`src/rtl/instr_reg_pkg.sv`:
```
// rtl/instr_reg_pkg.sv - shared types, defaults and packing helper for the instruction register array
//
// Purpose : opcode enumeration, default geometry constants and a helper that
//           builds an instruction word {opcode, operand_a, operand_b} at the
//           default widths.
// Ports   : none (package).
package instr_reg_pkg;

  localparam int OPC_W_DEFAULT = 5;
  localparam int OP_W_DEFAULT  = 32;
  localparam int DEPTH_DEFAULT = 32;
  localparam int IW_DEFAULT    = OPC_W_DEFAULT + 2 * OP_W_DEFAULT;

  typedef enum logic [OPC_W_DEFAULT-1:0] {
    OPC_NOP = 5'h00,
    OPC_ADD = 5'h01,
    OPC_SUB = 5'h02,
    OPC_AND = 5'h03,
    OPC_OR  = 5'h04,
    OPC_LD  = 5'h08,
    OPC_ST  = 5'h09,
    OPC_JMP = 5'h10
  } opcode_t;

  function automatic logic [IW_DEFAULT-1:0] pack_instr(
    input opcode_t                 opc,
    input logic [OP_W_DEFAULT-1:0] a,
    input logic [OP_W_DEFAULT-1:0] b
  );
    return {opc, a, b};
  endfunction

endpackage

```
`src/rtl/instr_reg_array_rd_port.sv`:
```
// rtl/instr_reg_array_rd_port.sv - one registered read channel of the instruction register array
//
// Purpose : range-checks the read index, selects the entry and its valid bit,
//           optionally forwards a same-cycle write/clear, and registers the
//           result (1-cycle latency).
// Macro   : INSTR_REG_WRITE_BYPASS_EN enables write/clear forwarding.
// Ports   : clk, reset       - clock, async active-high reset
//           rd_en_i          - read request for this channel
//           rd_ptr_i         - read index
//           mem_i, vld_i     - current storage contents and valid bits
//           wr_en_i, wr_ptr_i, wr_word_i, clear_i - write side (bypass build only)
//           word_o, valid_o  - registered read data and valid
module instr_reg_rd_port #(
  parameter int DEPTH = 32,
  parameter int PW    = 5,
  parameter int IW    = 69
) (
  input  logic                      clk,
  input  logic                      reset,
  input  logic                      rd_en_i,
  input  logic [PW-1:0]             rd_ptr_i,
  input  logic [DEPTH-1:0][IW-1:0]  mem_i,
  input  logic [DEPTH-1:0]          vld_i,
`ifdef INSTR_REG_WRITE_BYPASS_EN
  input  logic                      wr_en_i,
  input  logic [PW-1:0]             wr_ptr_i,
  input  logic [IW-1:0]             wr_word_i,
  input  logic                      clear_i,
`endif
  output logic [IW-1:0]             word_o,
  output logic                      valid_o
);

  logic          in_range;
  logic [PW-1:0] safe_ptr;
  logic [IW-1:0] sel_word;
  logic          sel_vld;
  logic [IW-1:0] word_d, word_q;
  logic          valid_d, valid_q;

  // A power-of-two depth makes every index legal, so no comparator is built.
  if ((1 << PW) == DEPTH) begin : g_full_range
    assign in_range = 1'b1;
  end else begin : g_part_range
    localparam logic [PW:0] DEPTH_L = (PW+1)'(DEPTH);
    assign in_range = ({1'b0, rd_ptr_i} < DEPTH_L);
  end

  // Keep the array select inside bounds; the result is discarded when out of range.
  assign safe_ptr = in_range ? rd_ptr_i : '0;

  always_comb begin
    sel_word = mem_i[safe_ptr];
    sel_vld  = vld_i[safe_ptr] & in_range;
`ifdef INSTR_REG_WRITE_BYPASS_EN
    // clear_all wins over a concurrent write, mirroring the storage update.
    if (clear_i) begin
      sel_vld = 1'b0;
    end else if (wr_en_i && in_range && (wr_ptr_i == rd_ptr_i)) begin
      sel_word = wr_word_i;
      sel_vld  = 1'b1;
    end
`endif
    word_d  = word_q;
    valid_d = 1'b0;
    if (rd_en_i) begin
      word_d  = in_range ? sel_word : '0;
      valid_d = sel_vld;
    end
  end

  always_ff @(posedge clk or posedge reset) begin
    if (reset) begin
      word_q  <= '0;
      valid_q <= 1'b0;
    end else begin
      word_q  <= word_d;
      valid_q <= valid_d;
    end
  end

  assign word_o  = word_q;
  assign valid_o = valid_q;

endmodule

```
`src/rtl/instr_reg_array.sv`:
```
// rtl/instr_reg_array.sv - DEPTH-entry instruction word array with NUM_RD registered read channels
//
// Purpose : stores {opcode, operand_a, operand_b} words with per-entry valid
//           bits and a live occupancy count; clear_all invalidates everything
//           in one cycle and beats a simultaneous write.
// Macro   : INSTR_REG_WRITE_BYPASS_EN forwards same-cycle writes/clears to readers.
// Ports   : clk, reset                   - clock, async active-high reset
//           load_en, write_pointer       - write strobe and index
//           opcode, operand_a, operand_b - write data fields (MSB to LSB)
//           clear_all                    - invalidate all entries
//           rd_en, read_pointer          - per-channel request and packed indices
//           instruction_word, valid      - per-channel registered read data / valid
//           num_valid                    - number of valid entries
module instr_reg_array
  import instr_reg_pkg::*;
#(
  parameter int DEPTH  = DEPTH_DEFAULT,
  parameter int OP_W   = OP_W_DEFAULT,
  parameter int OPC_W  = OPC_W_DEFAULT,
  parameter int NUM_RD = 2,
  localparam int PW    = $clog2(DEPTH),
  localparam int IW    = OPC_W + 2 * OP_W,
  localparam int NVW   = $clog2(DEPTH + 1)
) (
  input  logic                 clk,
  input  logic                 reset,
  input  logic                 load_en,
  input  logic [PW-1:0]        write_pointer,
  input  logic [OPC_W-1:0]     opcode,
  input  logic [OP_W-1:0]      operand_a,
  input  logic [OP_W-1:0]      operand_b,
  input  logic                 clear_all,
  input  logic [NUM_RD-1:0]    rd_en,
  input  logic [NUM_RD*PW-1:0] read_pointer,
  output logic [NUM_RD*IW-1:0] instruction_word,
  output logic [NUM_RD-1:0]    valid,
  output logic [NVW-1:0]       num_valid
);

  logic [DEPTH-1:0][IW-1:0] mem_d, mem_q;
  logic [DEPTH-1:0]         vld_d, vld_q;
  logic [NVW-1:0]           cnt_d, cnt_q;
  logic [IW-1:0]            wr_word;
  logic                     wr_new;

  assign wr_word = {opcode, operand_a, operand_b};

  // Matching the pointer against each legal index drops out-of-range writes
  // naturally when DEPTH is not a power of two.
  always_comb begin
    mem_d  = mem_q;
    vld_d  = vld_q;
    cnt_d  = cnt_q;
    wr_new = 1'b0;
    if (clear_all) begin
      vld_d = '0;
      cnt_d = '0;
    end else if (load_en) begin
      for (int i = 0; i < DEPTH; i++) begin
        if (write_pointer == PW'(i)) begin
          mem_d[i] = wr_word;
          vld_d[i] = 1'b1;
          wr_new   = ~vld_q[i];
        end
      end
    end
    // Only a first write to an entry grows the count, so it cannot exceed DEPTH.
    if (wr_new) begin
      cnt_d = cnt_q + NVW'(1);
    end
  end

  always_ff @(posedge clk or posedge reset) begin
    if (reset) begin
      mem_q <= '0;
      vld_q <= '0;
      cnt_q <= '0;
    end else begin
      mem_q <= mem_d;
      vld_q <= vld_d;
      cnt_q <= cnt_d;
    end
  end

  assign num_valid = cnt_q;

  for (genvar k = 0; k < NUM_RD; k++) begin : g_rd
    instr_reg_rd_port #(
      .DEPTH (DEPTH),
      .PW    (PW),
      .IW    (IW)
    ) u_rd_port (
      .clk       (clk),
      .reset     (reset),
      .rd_en_i   (rd_en[k]),
      .rd_ptr_i  (read_pointer[k*PW +: PW]),
      .mem_i     (mem_q),
      .vld_i     (vld_q),
`ifdef INSTR_REG_WRITE_BYPASS_EN
      .wr_en_i   (load_en),
      .wr_ptr_i  (write_pointer),
      .wr_word_i (wr_word),
      .clear_i   (clear_all),
`endif
      .word_o    (instruction_word[k*IW +: IW]),
      .valid_o   (valid[k])
    );
  end

endmodule

```
`config.mk`:
```
export PLATFORM = sky130hd
export DESIGN_NAME = instr_reg_array
export DESIGN_NICKNAME = d
export VERILOG_FILES = /design/src/rtl/instr_reg_pkg.sv /design/src/rtl/instr_reg_array_rd_port.sv /design/src/rtl/instr_reg_array.sv
export SDC_FILE = /design/constraint.sdc
export NUM_CORES = 2
export LEC_CHECK = 0
export BUFFER_PORTS_ARGS = -buffer_cell sky130_fd_sc_hd__buf_2
export CAP_MARGIN = 20
export CELL_PAD_IN_SITES_DETAIL_PLACEMENT = 0
export CELL_PAD_IN_SITES_GLOBAL_PLACEMENT = 1
export CORE_ASPECT_RATIO = 0.6
export CORE_MARGIN = 2
export CORE_UTILIZATION = 45
export DETAILED_ROUTE_END_ITERATION = 6
export PLACE_DENSITY_LB_ADDON = 0.15
export REMOVE_ABC_BUFFERS = 1
export SLEW_MARGIN = 15
export SYNTH_ARGS = -nofsm -noshare
export SYNTH_HDL_FRONTEND = slang
export SYNTH_SLANG_ARGS = --single-unit
```
`constraint.sdc`:
```
create_clock -name clk -period 76.9 [get_ports clk]
set_input_delay 7.69 -clock clk [delete_from_list [all_inputs] [get_ports clk]]
set_output_delay 7.69 -clock clk [all_outputs]
set_load 0.01 [all_outputs]
```
==> results.sh <==
export IMPL_worst_pin_slew_ns=1.42
export IMPL_wl_per_cell_um=34.9
export IMPL_slew_violations=0
export IMPL_grt_max_degree=157
export IMPL_syn_area_um2=123000
export IMPL_nFillCells=22500
export IMPL_start_kind="input port"
export IMPL_io_buffers=235
export IMPL_placed_area_um2=127000
export IMPL_crit_fanout=76
export IMPL_area_growth_synth_to_final_pct=10.0
export IMPL_synth_most_common_cell="dfrtp_1"
export IMPL_grt_antenna_before_repair=19
export IMPL_fin_worst_skew_ns=0.0651
export IMPL_rows=148
export IMPL_clkLatencyLatePin_ns=0.91
export IMPL_yosysWarnings=0
export IMPL_dp_hpwl_um=209000
export IMPL_startpoint="read_pointer[5]"
export IMPL_num_vias=72200
export IMPL_vdd_drop_max_v=0.0000189
export IMPL_synth_top_area_share_pct=48.6
export IMPL_power_total_mw=3.30
export IMPL_synth_top_flop_cell="dfrtp_1"
export IMPL_async_reset_ff_share_pct=100
export IMPL_ctsHoldBuffers=0
export IMPL_critical_path_class="in2reg"
export IMPL_required_ns=77.64
export IMPL_synth_commonest_cells="dfrtp_1, mux2_2, mux4_2, clkbuf_1, buf_1"
export IMPL_max_freq_mhz=77.9
export IMPL_viasPerCell=6.53
export IMPL_clockBufferDepth=4
export IMPL_cpPeakStageDelay_ns=0.89
export IMPL_crit_arrival_ns=13.58
export IMPL_final_core_util_pct=49.8
export IMPL_grt_pass1_vias=74700
export IMPL_r2r_start="vld_q[1]"
export IMPL_synthCells=7426
export IMPL_cts_setup_buffers=0
export IMPL_cts_resized=0
export IMPL_first_iter_violations=6013
export IMPL_crit_top_cell="buf_4"
export IMPL_status="finished clean"
export IMPL_root_buffer="clkbuf_16"
export IMPL_postSynthAreaPerCell_um2=16.6
export IMPL_synth_edf_count=0
export IMPL_drive_gt1_share_pct=59.4
export IMPL_grt_pass1_wl_um=564000
export IMPL_rsz0062_at_grt="no"
export IMPL_crit_chain="buf_8 -> buf_12 -> buf_4 -> buf_4 -> buf_4 -> buf_4 -> mux4_2 -> mux4_2 -> mux2i_1 -> a21oi_1"
export IMPL_drtPass1Iterations=5
export IMPL_ys_seq_area_share_pct=48.6
export IMPL_fin_crit_sh_pct=16.7
export IMPL_clk_pin_slew_ns=0.06
export IMPL_die_w_um=679
export IMPL_min_path_type="reg2reg"
export IMPL_fp_dieH_um=409
export IMPL_timing_critical_path_slowest_stage_cell="buf_4"
export IMPL_synth_area_leader_cell="dfrtp_1"
export IMPL_io_pins=236
export IMPL_finalHoldViolCount=0
export IMPL_grt_overflow_total=0
export IMPL_initial_core_util_pct=45.3
export IMPL_min_period_ns=12.83
export IMPL_cts_buffers=237
export IMPL_timing_setup_tns_ns=0
export IMPL_final_cell_area_um2=135000
export IMPL_grt_usage_pct=27.9
export IMPL_synth_cell_type_count=51
export IMPL_drtAntennaViolNets=0
export IMPL_cap_violations=0
export IMPL_nets=7347
export IMPL_dieArea_um2=278000
export IMPL_setup_viol=0
export IMPL_ys_ff_latch=2386
export IMPL_hold_start="mem_q[455]"
export IMPL_power_leakage_nw=60.5
export IMPL_core_area_um2=271000
export IMPL_clock_sinks=2386
export IMPL_end_kind="flip-flop"
export IMPL_htreeDepth=4
export IMPL_routed_wirelength_um=386000
export IMPL_relSlewSlack_pct=5.49
export IMPL_synth_top_cells_by_area="dfrtp_1, mux4_2, mux2_2, clkbuf_1, mux2i_1"
export IMPL_place_congestion=0.764
export IMPL_cts_tree="built"
export IMPL_p_per_area_nw_per_um2=24.4
export IMPL_drc=0
## final cells by class
cell class,instances,area (µm²),area share (%)
Sequential cell,2386,59700,44.1
Multi-Input combinational cell,4201,60300,44.5
Clock inverter,76,940,0.695
Antenna cell,9,22.5,0.0166
Timing Repair Buffer,398,2700,2.00
Tap cell,3600,4500,3.33
Clock buffer,349,7020,5.19
Inverter,32,128,0.0943
## where the power goes
group	internal, mW	total (mW)	switching [mW]	leakage [nW]
Clock	0.698	1.22	0.522	3.93
Sequential	1.42	1.54	0.122	31.6
Combinational	0.325	0.543	0.218	25.0
## layer usage
metal | vias up | GRT usage [%] | routed length (µm) | share of wire [%]
li1 | 28700 | - | - | -
met1 | 40600 | 42.3 | 177000 | 46
met2 | 2332 | 42.4 | 176000 | 46
met3 | 521 | 4.85 | 24000 | 6.2
met4 | 4 | 6.16 | 8700 | 2.3
met5 | - | 0 | 20 | 0.0052
## cells by family after synthesis
family | Yosys count | synth area share [%]
muxes | 3751 | 47.0
buffers and inverters | 839 | 2.62
and+or+nand+nor | 232 | 0.803
AOI/OAI and AO/OA | 216 | 0.951
adders and majority gates | 1 | 0.0102
DFF | 2386 | 48.6
xor gates and xnor gates | 1 | 0.00713
## flip-flops by register name, summed over array words and instances, names as in the netlist
| name | flops |
|---|---|
| g_rd.u_rd_port.valid_o | 2 |
| g_rd.u_rd_port.word_o | 138 |
| mem_q | 2208 |
| num_valid | 6 |
| vld_q | 32 |
## through the flow
stage          setup slack (ns)  instances  hold slack [ns]
3_3_place_gp              62.84      10600            0.499
4_1_cts                   63.84      11000            0.521
2_1_floorplan              1.78       6619            0.482
6_report                  64.07      11100            0.521
5_1_grt                   63.45      11000            0.535
3_5_place_dp              62.85      10600            0.507
## final timing paths
kind,cells past startpoint,slack [ns],endpoint
max reg2reg,7,74.33,num_valid[1]
min in group asynchronous,2,6.88,mem_q[36]
min,1,0.52,mem_q[455]
min reg2reg,1,0.52,mem_q[455]
max,10,64.07,g_rd[1].u_rd_port.word_o[21]
max in group asynchronous,9,64.79,mem_q[697]
## critical path: cells and delay by family
family | cells | cell delay [ns]
multiplexers | 3 | 1.29
buffers and inverters | 6 | 4.26
AO/OA/AOI/OAI | 1 | 0.10
## cell usage in the layout (no fill, tap or decap), types with 4 or more instances in the layout
cell type | Yosys | final
nor2b_1 | 7 | 7
mux4_2 | 1400 | 1400
buf_8 | 0 | 10
clkbuf_16 | 0 | 241
buf_12 | 0 | 10
a21o_1 | 6 | 6
mux2_2 | 2210 | 2210
inv_1 | 31 | 30
diode_2 | 0 | 9
clkbuf_8 | 0 | 60
buf_2 | 43 | 223
bufinv_16 | 0 | 21
nand2_4 | 0 | 25
clkinvlp_4 | 0 | 9
nor2_1 | 155 | 152
clkbuf_1 | 493 | 50
nand2_1 | 35 | 10
dfrtp_1 | 2386 | 2386
o21ai_0 | 38 | 38
a21oi_1 | 149 | 149
mux2i_1 | 141 | 141
clkinv_2 | 0 | 43
buf_4 | 3 | 150
nand3_1 | 7 | 5
nor3_1 | 5 | 4
No activity file was read; power rests on OpenSTA's default activity.
